## src/rtl/reg_write_arbiter_pkg.sv

```systemverilog
// Shared widths, request payload and grant encoding for the register-file write arbiter.
package reg_wr_arb_pkg;

  localparam int N_BITS = 32;
  localparam int DATA_W = N_BITS;
  localparam int ADDR_W = 5;
  localparam int CNT_W  = 16;

  localparam logic [ADDR_W-1:0] REG_ZERO = 5'd0;

  typedef struct packed {
    logic [ADDR_W-1:0] addr;
    logic [DATA_W-1:0] data;
  } wr_req_t;

  typedef enum logic [1:0] {
    GNT_NONE = 2'd0,
    GNT_A    = 2'd1,
    GNT_B    = 2'd2
  } grant_e;

  function automatic logic addr_hit(input logic [ADDR_W-1:0] rk,
                                    input logic [ADDR_W-1:0] addr,
                                    input logic              valid);
    return valid && (addr == rk);
  endfunction

endpackage

```

## src/rtl/reg_write_arbiter_if.sv

```systemverilog
// Bundles both writeback sources, the hazard read ports and the register-file write port.
interface reg_write_arbiter_if;
  import reg_wr_arb_pkg::*;

  logic              a_valid_i;
  logic              a_ready_o;
  logic [ADDR_W-1:0] a_addr_i;
  logic [DATA_W-1:0] a_data_i;
  logic              b_valid_i;
  logic              b_ready_o;
  logic [ADDR_W-1:0] b_addr_i;
  logic [DATA_W-1:0] b_data_i;
  logic [ADDR_W-1:0] read_register_1_i;
  logic [ADDR_W-1:0] read_register_2_i;
  logic              busy_1_o;
  logic              busy_2_o;
  logic              reg_write_o;
  logic [ADDR_W-1:0] write_register_o;
  logic [DATA_W-1:0] write_data_o;
  logic [CNT_W-1:0]  conflict_count_o;

  modport slave (
    input  a_valid_i, a_addr_i, a_data_i, b_valid_i, b_addr_i, b_data_i,
           read_register_1_i, read_register_2_i,
    output a_ready_o, b_ready_o, busy_1_o, busy_2_o,
           reg_write_o, write_register_o, write_data_o, conflict_count_o
  );

  modport master (
    output a_valid_i, a_addr_i, a_data_i, b_valid_i, b_addr_i, b_data_i,
           read_register_1_i, read_register_2_i,
    input  a_ready_o, b_ready_o, busy_1_o, busy_2_o,
           reg_write_o, write_register_o, write_data_o, conflict_count_o
  );

endinterface

```

## src/rtl/reg_write_arbiter_wr_req_buffer.sv

```systemverilog
// One-entry write-request holding buffer; 'young' marks an entry captured after the
// other source's still-pending entry, so same-address writes retire in order.
module wr_req_buffer
  import reg_wr_arb_pkg::*;
(
  input  logic    clk,
  input  logic    reset,
  input  logic    load,
  input  logic    drain,
  input  logic    other_valid,
  input  logic    other_drain,
  input  wr_req_t req_in,
  output logic    valid,
  output logic    young,
  output wr_req_t req
);

  always_ff @(posedge clk) begin
    if (reset) begin
      valid <= 1'b0;
      young <= 1'b0;
    end else if (load) begin
      valid <= 1'b1;
      young <= other_valid & ~other_drain;
    end else if (drain) begin
      valid <= 1'b0;
      young <= 1'b0;
    end else if (other_drain) begin
      young <= 1'b0;
    end
  end

  // NOTE: payload is qualified by 'valid', so it carries no reset and stays a plain enable flop.
  always_ff @(posedge clk) begin
    if (load) req <= req_in;
  end

endmodule

```

## src/rtl/reg_write_arbiter.sv

```systemverilog
// Two-source arbiter for the MIPS register-file write port with hazard reporting.
// Optional contention counter: define REG_WR_ARB_CONFLICT_CNT_EN.
module reg_write_arbiter
  import reg_wr_arb_pkg::*;
(
  input logic               clk,
  input logic               reset,
  reg_write_arbiter_if.slave bus
);

  wr_req_t           a_q, b_q, gnt_req;
  logic              a_v, b_v, a_young, b_young;
  logic              a_drain, b_drain, a_ready, b_ready;
  grant_e            gnt;
  logic              last_b;
  logic              reg_write;
  logic [ADDR_W-1:0] write_register;
  logic [DATA_W-1:0] write_data;

  assign a_drain = (gnt == GNT_A);
  assign b_drain = (gnt == GNT_B);
  assign a_ready = ~a_v | a_drain;
  assign b_ready = ~b_v | b_drain;

  wr_req_buffer u_buf_a (
    .clk(clk), .reset(reset),
    .load(bus.a_valid_i & a_ready), .drain(a_drain),
    .other_valid(b_v), .other_drain(b_drain),
    .req_in('{addr: bus.a_addr_i, data: bus.a_data_i}),
    .valid(a_v), .young(a_young), .req(a_q)
  );

  wr_req_buffer u_buf_b (
    .clk(clk), .reset(reset),
    .load(bus.b_valid_i & b_ready), .drain(b_drain),
    .other_valid(a_v), .other_drain(a_drain),
    .req_in('{addr: bus.b_addr_i, data: bus.b_data_i}),
    .valid(b_v), .young(b_young), .req(b_q)
  );

  // NOTE: default assignment first keeps this purely combinational (no latch on any path).
  always_comb begin
    gnt = GNT_NONE;
    if (a_v && b_v) begin
      if (a_q.addr == b_q.addr)
        gnt = (b_young && !a_young) ? GNT_A : GNT_B;  // same-cycle capture ties to B, so A lands last
      else
        gnt = last_b ? GNT_A : GNT_B;
    end else if (a_v) begin
      gnt = GNT_A;
    end else if (b_v) begin
      gnt = GNT_B;
    end
  end

  assign gnt_req = b_drain ? b_q : a_q;

  always_ff @(posedge clk) begin
    if (reset) begin
      reg_write      <= 1'b0;
      write_register <= REG_ZERO;
      write_data     <= '0;
      last_b         <= 1'b1;
    end else begin
      reg_write <= (gnt != GNT_NONE) && (gnt_req.addr != REG_ZERO);
      if (gnt != GNT_NONE) last_b <= b_drain;
      if ((gnt != GNT_NONE) && (gnt_req.addr != REG_ZERO)) begin
        write_register <= gnt_req.addr;
        write_data     <= gnt_req.data;
      end
    end
  end

  assign bus.a_ready_o        = a_ready;
  assign bus.b_ready_o        = b_ready;
  assign bus.reg_write_o      = reg_write;
  assign bus.write_register_o = write_register;
  assign bus.write_data_o     = write_data;

  assign bus.busy_1_o = (bus.read_register_1_i != REG_ZERO) &&
                        (addr_hit(bus.read_register_1_i, a_q.addr, a_v) ||
                         addr_hit(bus.read_register_1_i, b_q.addr, b_v) ||
                         addr_hit(bus.read_register_1_i, write_register, reg_write));
  assign bus.busy_2_o = (bus.read_register_2_i != REG_ZERO) &&
                        (addr_hit(bus.read_register_2_i, a_q.addr, a_v) ||
                         addr_hit(bus.read_register_2_i, b_q.addr, b_v) ||
                         addr_hit(bus.read_register_2_i, write_register, reg_write));

`ifdef REG_WR_ARB_CONFLICT_CNT_EN
  logic [CNT_W-1:0] conflict_cnt;

  always_ff @(posedge clk) begin
    if (reset)
      conflict_cnt <= '0;
    else if (a_v && b_v && (conflict_cnt != '1))
      conflict_cnt <= conflict_cnt + 1'b1;
  end

  assign bus.conflict_count_o = conflict_cnt;
`else
  assign bus.conflict_count_o = '0;
`endif

endmodule

```

## src/flat_wrapper.sv

```systemverilog
// flat-port wrapper written by rule: the top's interface ports become plain ports
module reg_write_arbiter_flat import reg_wr_arb_pkg::*;
  (clk, reset, bus_a_valid_i, bus_a_addr_i, bus_a_data_i, bus_b_valid_i, bus_b_addr_i, bus_b_data_i, bus_read_register_1_i, bus_read_register_2_i, bus_a_ready_o, bus_b_ready_o, bus_busy_1_o, bus_busy_2_o, bus_reg_write_o, bus_write_register_o, bus_write_data_o, bus_conflict_count_o);
  reg_write_arbiter_if bus_i ();
  input logic clk;
  input logic reset;
  input wire logic [$bits(bus_i.a_valid_i)-1:0] bus_a_valid_i;
  input wire logic [$bits(bus_i.a_addr_i)-1:0] bus_a_addr_i;
  input wire logic [$bits(bus_i.a_data_i)-1:0] bus_a_data_i;
  input wire logic [$bits(bus_i.b_valid_i)-1:0] bus_b_valid_i;
  input wire logic [$bits(bus_i.b_addr_i)-1:0] bus_b_addr_i;
  input wire logic [$bits(bus_i.b_data_i)-1:0] bus_b_data_i;
  input wire logic [$bits(bus_i.read_register_1_i)-1:0] bus_read_register_1_i;
  input wire logic [$bits(bus_i.read_register_2_i)-1:0] bus_read_register_2_i;
  output wire logic [$bits(bus_i.a_ready_o)-1:0] bus_a_ready_o;
  output wire logic [$bits(bus_i.b_ready_o)-1:0] bus_b_ready_o;
  output wire logic [$bits(bus_i.busy_1_o)-1:0] bus_busy_1_o;
  output wire logic [$bits(bus_i.busy_2_o)-1:0] bus_busy_2_o;
  output wire logic [$bits(bus_i.reg_write_o)-1:0] bus_reg_write_o;
  output wire logic [$bits(bus_i.write_register_o)-1:0] bus_write_register_o;
  output wire logic [$bits(bus_i.write_data_o)-1:0] bus_write_data_o;
  output wire logic [$bits(bus_i.conflict_count_o)-1:0] bus_conflict_count_o;
  assign bus_i.a_valid_i = bus_a_valid_i;
  assign bus_i.a_addr_i = bus_a_addr_i;
  assign bus_i.a_data_i = bus_a_data_i;
  assign bus_i.b_valid_i = bus_b_valid_i;
  assign bus_i.b_addr_i = bus_b_addr_i;
  assign bus_i.b_data_i = bus_b_data_i;
  assign bus_i.read_register_1_i = bus_read_register_1_i;
  assign bus_i.read_register_2_i = bus_read_register_2_i;
  assign bus_a_ready_o = bus_i.a_ready_o;
  assign bus_b_ready_o = bus_i.b_ready_o;
  assign bus_busy_1_o = bus_i.busy_1_o;
  assign bus_busy_2_o = bus_i.busy_2_o;
  assign bus_reg_write_o = bus_i.reg_write_o;
  assign bus_write_register_o = bus_i.write_register_o;
  assign bus_write_data_o = bus_i.write_data_o;
  assign bus_conflict_count_o = bus_i.conflict_count_o;
  reg_write_arbiter u_core (.clk(clk), .reset(reset), .bus(bus_i));
endmodule
```

## config.mk

```make
export PLATFORM = sky130hd
export DESIGN_NAME = reg_write_arbiter_flat
export DESIGN_NICKNAME = d
export VERILOG_FILES = /design/src/rtl/reg_write_arbiter_pkg.sv /design/src/rtl/reg_write_arbiter_if.sv /design/src/rtl/reg_write_arbiter_wr_req_buffer.sv /design/src/rtl/reg_write_arbiter.sv /design/src/flat_wrapper.sv
export SDC_FILE = /design/constraint.sdc
export NUM_CORES = 1
export LEC_CHECK = 0
export ABC_AREA = 1
export ABC_CLOCK_PERIOD_IN_PS = 2600
export BUFFER_PORTS_ARGS = -buffer_cell sky130_fd_sc_hd__buf_2
export CAP_MARGIN = 20
export CORE_MARGIN = 2
export CORE_UTILIZATION = 25
export DETAILED_ROUTE_END_ITERATION = 10
export GPL_ROUTABILITY_DRIVEN = 1
export GPL_TIMING_DRIVEN = 0
export PLACE_DENSITY = 0.46
export SYNTH_ARGS = -nofsm -noshare
export SYNTH_HDL_FRONTEND = slang
export SYNTH_SLANG_ARGS = --single-unit
```

## constraint.sdc

```tcl
create_clock -name clk -period 2.6 [get_ports clk]
set_input_delay 0.52 -clock clk [delete_from_list [all_inputs] [get_ports clk]]
set_output_delay 0.52 -clock clk [all_outputs]
set_load 0.02 [all_outputs]
```

* Word level (Yosys, flattened, before mapping)
Cells that the tools add are included. Widths: inputs -> output; s select.
Storage, ports and cells: bits of input ports 88, register bits after elaboration 117
Operators by class: reduce and logical (&&, ||, !) cells 24, bitwise logic cells 10, eq/ne operators 9, mux-type cells 15
Operator list (number):
- $mux 37 | 1
- $eq 5x5->1 | 7
- $reduce_bool 5->1 | 3
- $mux 2 | 6
- $logic_and 1x1->1 | 11
- $mux 1 | 8
- $reduce_bool 2->1 | 3
- $reduce_bool 3->1 | 2
- $and 1x1->1 | 4
- $logic_or 1x1->1 | 4
- $not 1->1 | 4
- $eq 2x1->1 const B | 1
- $eq 2x2->1 const B | 1
- $or 1x1->1 | 2
- $logic_not 1->1 | 1

* Longest topological paths before layout
word-level depth 9, depth in mapped cells 18

* Cells and area by module
Synthesis repeated with hierarchy kept, for this count alone.
Second synthesis, totals: cell total of the unflattened synthesis 577, area, all modules 5291.3 um^2
Modules (own cells, without submodules):
- reg_write_arbiter | cells an instance 481, instances 1, sequential area each 780.7 um^2, area each 2916.5 um^2
- wr_req_buffer | cells an instance 48, instances 2, sequential area each 1151.1 um^2, area each 1187.4 um^2

* Least setup slack after synthesis
Ideal clock, no wire load.
path type reg2reg, start point register u_core.u_buf_b.req[36] in the netlist's numbering, end point register u_core.u_buf_a.req[0] in the netlist's numbering, enable pin, cell stages (with the launch flop) 10, path slack -0.228 ns, arrival time 2.436 ns, data required time 2.208 ns, buffers on the path 2, clock period less this slack 2.828 ns, library setup time 0.392 ns, cells stage by stage edfxtp_1 -> xnor2_1 -> nand3_1 -> nand2_2 -> nand3_4 -> buf_4 -> buf_2 -> nand2_1 -> nand2_1 -> inv_1
Between the ends: word-level cells in the longest chain between the ends 6
Ends and longest elaborated chain:
- start, declared | line reg_write_arbiter_wr_req_buffer.sv:15 | output wr_req_t req
- start signal, assigned | line reg_write_arbiter_wr_req_buffer.sv:35 | if (load) req <= req_in;
- $eq 5x5->1 | line reg_write_arbiter.sv:45 | if (a_q.addr == b_q.addr)
- $mux 2 | line reg_write_arbiter.sv:45
- $mux 2 | line reg_write_arbiter.sv:44 | if (a_v && b_v) begin
- $eq 2x1->1 | line reg_write_arbiter.sv:20 | assign a_drain = (gnt == GNT_A);
- $or 1x1->1 | line reg_write_arbiter.sv:22 | assign a_ready = ~a_v | a_drain;
- named net bus_a_ready_o | line flat_wrapper.sv:15 | output wire logic [$bits(bus_i.a_ready_o)-1:0] bus_a_ready_o;
- $and 1x1->1 | line reg_write_arbiter.sv:27 | .load(bus.a_valid_i & a_ready), .drain(a_drain),
- named net u_core.u_buf_a.load | line reg_write_arbiter_wr_req_buffer.sv:8 | input logic load,
- end signal, assigned | line reg_write_arbiter_wr_req_buffer.sv:35
- end, declared | line reg_write_arbiter_wr_req_buffer.sv:15
The timed path passes the listed nets, and every way through them passes these cells. A chain may end at the register's enable or synchronous reset.

* Worst setup path in the final report
start point register u_core.u_buf_b.valid, end point output bus_busy_2_o
Between the ends: word-level cells in the longest chain between the ends 4
Ends and longest elaborated chain:
- start, declared | line reg_write_arbiter_wr_req_buffer.sv:13 | output logic valid,
- start signal, assigned | line reg_write_arbiter_wr_req_buffer.sv:20 | valid <= 1'b0;
- start signal, assigned | line reg_write_arbiter_wr_req_buffer.sv:23 | valid <= 1'b1;
- start signal, assigned | line reg_write_arbiter_wr_req_buffer.sv:26 | valid <= 1'b0;
- $logic_and 1x1->1 | line reg_write_arbiter_pkg.sv:25 | return valid && (addr == rk);
- $logic_or 1x1->1 | line reg_write_arbiter.sv:85 | (addr_hit(bus.read_register_2_i, a_q.addr, a_v) ||
- $logic_or 1x1->1 | line reg_write_arbiter.sv:86 | addr_hit(bus.read_register_2_i, b_q.addr, b_v) ||
- $logic_and 1x1->1 | line reg_write_arbiter.sv:84 | assign bus.busy_2_o = (bus.read_register_2_i != REG_ZERO) &&
- end, declared | line flat_wrapper.sv:18 | output wire logic [$bits(bus_i.busy_2_o)-1:0] bus_busy_2_o;
No other way between the ends.

==> results.sh <==
export IMPL_total_power_w=0.005164
export IMPL_period_needed_ps=2475
export IMPL_grt_use_met1=0.1694
export IMPL_core_rowCount=53
export IMPL_via_count=4117
export IMPL_r2r_end="u_core.u_buf_b.req[28]"
export IMPL_vdd_ir_drop_max_v=0.0003985
export IMPL_synth_warnings=0
export IMPL_final_antenna_net_count=0
export IMPL_synthTopCellsByCount="127 x nand2_1, 75 x nand3_1, 74 x edfxtp_1"
export IMPL_swShare=0.2610
export IMPL_grt_ovfl_total=0
export IMPL_rsz0062_at_grt="true"
export IMPL_finalClockSkew_ps=6.337
export IMPL_clkPwrFrac=0.424
export IMPL_syn_inst=563
export IMPL_cts_root_buf="clkbuf_16"
export IMPL_power_frac_seq=0.428
export IMPL_hp_class="in2reg"
export IMPL_slew_headroom=0.4336
export IMPL_worstSetupStartpointType="register"
export IMPL_grt_usage=0.1310
export IMPL_synth_area_mm2=0.005301
export IMPL_cts_tree="done"
export IMPL_clk_pin_slew_ps=50
export IMPL_critPathCaptureType="output pin"
export IMPL_synth_most_common_cell="nand2_1"
export IMPL_clkLatencyLatePin_ps=400
export IMPL_ys_types=39
export IMPL_grt_max_degree=38
export IMPL_cp_arrival_ps=1950
export IMPL_cts_hold_buffers_added=0
export IMPL_regArea_mm2=0.003083
export IMPL_tightest_slew_ps=848.3
export IMPL_pre_cts_ws_ps=-602.1
export IMPL_use_met2=0.2064
export IMPL_outcome="finished clean"
export IMPL_fillerInstances=2179
export IMPL_h_tree_depth=4
export IMPL_route_detailed_drc=0
export IMPL_finalHoldViolCount=0
export IMPL_power_leakage_nw=3.325
export IMPL_synthFlopType="edfxtp_1"
export IMPL_initial_core_util=0.2538
export IMPL_synth_seq_cells=117
export IMPL_port_buffers=128
export IMPL_final_setup_viol_count=0
export IMPL_async_flop_share=0
export IMPL_die_x_um=149.6
export IMPL_via_per_inst=4.005
export IMPL_antenna_found_initial=4
export IMPL_nNetsFinal=825
export IMPL_crit_path_max_fanout=10
export IMPL_clk_path_buf_depth=2
export IMPL_p_int_w=0.003816
export IMPL_synth_edff_count=74
export IMPL_grt_first_pass_wirelength_mm=21.82
export IMPL_whs_path_depth=1
export IMPL_power_switching_w=0.001348
export IMPL_drive_above_1_share=0.3360
export IMPL_wl_per_cell_um=13.77
export IMPL_core_area_mm2=0.02089
export IMPL_synth_largest_area_cell="edfxtp_1"
export IMPL_ys_seq_area_frac=0.5815
export IMPL_avgSynthCellArea_um2=9.416
export IMPL_first_pass_iters=4
export IMPL_rr_worst_depth=9
export IMPL_setup_slack_ps=125.5
export IMPL_drt_iter0_drc=216
export IMPL_die_h_um=149.6
export IMPL_power_density_mw_per_mm2=732.0
export IMPL_finalWeightedCongestion=0.7906
export IMPL_synth_area_top_cells="edfxtp_1 42%, dfxtp_1 16%, nand2_1 9.0%"
export IMPL_multi_input_area_mm2=0.001772
export IMPL_postRouteWirelength_mm=14.15
export IMPL_critPathKind="reg2out"
export IMPL_slew_violations=0
export IMPL_required_ps=2080
export IMPL_reg2reg_from="u_core.u_buf_a.req[35]"
export IMPL_io_pins=146
export IMPL_whs_ps=285.6
export IMPL_finalCritPeriodShare=0.9517
export IMPL_fin_tns_setup_ps=0
export IMPL_hpwl_mm=10.26
export IMPL_grtUsageMet3=0.04177
export IMPL_die_area_mm2=0.02239
export IMPL_cts_buffers=17
export IMPL_syn2layout_area_growth_pct=33.07
export IMPL_fmax_ghz=0.4041
export IMPL_worstHoldStart="bus_b_data_i[12]"
export IMPL_busiest_layer="met2"
export IMPL_pwr_share_comb=0.148
export IMPL_max_cap_violations=0
export IMPL_grt_pass1_vias=3970
export IMPL_reg2reg_setup_slack_ps=230
export IMPL_cts_num_sinks=117
export IMPL_holdPathEnd="u_core.u_buf_b.req[12]"
export IMPL_yosys_area_top_type_share=0.4192
metrics by stage:
| stage | utilization | std cells | cell area (µm²) |
|---|---|---|---|
| after detailed placement | 0.3039 | 981 | 6349 |
| after CTS | 0.3331 | 1016 | 6958 |
| final | 0.3377 | 1028 | 7054 |
| after global placement | 0.3039 | 981 | 6349 |
| after floorplan | - | 578 | 5364 |
| after global routing | 0.3373 | 1025 | 7047 |
sequential cells by signal (all words and copies together), names as in the netlist:
register / flops
u_core.bus.write_register_o: 5
u_core.u_buf_b.valid: 1
u_core.u_buf_a.young: 1
u_core.u_buf_a.valid: 1
u_core.u_buf_b.young: 1
u_core.u_buf_a.req: 37
u_core.bus.write_data_o: 32
u_core.u_buf_b.req: 37
u_core.last_b: 1
u_core.bus.reg_write_o: 1
final cells by class:
type                            instances  share of cell area
Clock inverter                         11             0.01561
Buffer                                 40             0.04097
Tap cell                              275             0.04878
Timing Repair Buffer                  140              0.1075
Multi-Input combinational cell        357              0.2512
Clock buffer                           21             0.06243
Inverter                               63             0.03441
Sequential cell                       117              0.4370
Timing Repair inverter                  1            0.001064
Antenna cell                            3            0.001064
layout by cell type (no fill, tap or decap), types with 4 or more instances in the layout:
| master | instances |
|---|---|
| clkbuf_16 | 17 |
| buf_2 | 132 |
| xor2_1 | 9 |
| buf_1 | 5 |
| edfxtp_1 | 74 |
| nand2_1 | 126 |
| clkinvlp_4 | 4 |
| inv_2 | 9 |
| nand3_1 | 75 |
| conb_1 | 16 |
| clkinv_1 | 4 |
| a21oi_1 | 15 |
| buf_6 | 7 |
| inv_1 | 51 |
| clkbuf_1 | 9 |
| nor2_2 | 32 |
| o22ai_1 | 9 |
| nor2_1 | 40 |
| buf_4 | 28 |
| nand2_2 | 4 |
| dfxtp_1 | 43 |
how the worst max path moves through the flow:
stage,startpoint,end,depth (start not counted)
2_1_floorplan,u_core.u_buf_b.req[36],u_core.u_buf_a.req[0],8
3_3_place_gp,u_core.u_buf_b.req[34],u_core.u_buf_b.req[22],10
3_5_place_dp,u_core.u_buf_a.req[34],u_core.u_buf_a.req[2],11
4_1_cts,u_core.u_buf_a.req[34],bus_a_ready_o,10
5_1_grt,u_core.u_buf_a.req[35],bus_a_ready_o,10
6_report,u_core.u_buf_b.valid,bus_busy_2_o,7
kinds of logic (layout without fill, tap and decap cells):
family | count (synthesis) | after routing | share of synthesized area
compound gates | 38 | 38 | 0.04838
xor+xnor | 13 | 13 | 0.02148
buf+inv | 104 | 276 | 0.09724
flops | 117 | 117 | 0.5815
other cells | 1 | 19 | 0.0007074
simple gates | 290 | 290 | 0.2507
critical path: stages (launching register included):
cell and delay [ps]:
dfxtp_1 440, buf_2 280, buf_4 250, o2111ai_1 140, o311ai_0 120, o21ai_1 110, inv_1 60, buf_2 150
power groups by stage:
stage	sequential [W]	combinational (W)	clock (W)
after floorplan	0.00231	0.000417	0
after global placement	0.00225	0.000742	0
after detailed placement	0.00225	0.000744	0
after CTS	0.00221	0.000761	0.00224
after global routing	0.00222	0.000860	0.00234
final	0.00221	0.000765	0.00219
layer usage:
layer,wire length [µm],vias up,share of wire
met1,6483,1822,0.46
met4,183,2,0.013
met3,847,16,0.060
met2,6630,102,0.47
met5,7,-,0.00049
li1,-,2175,-
timing repair:
action | CTS | global route
pin swaps | 0 | 1
gates cloned | 1 | 0
endpoints found under the setup margin | 78 | 59
buffers inserted | 3 | 9
resized for setup | 5 | 8
(Power assumes the default switching activity.)
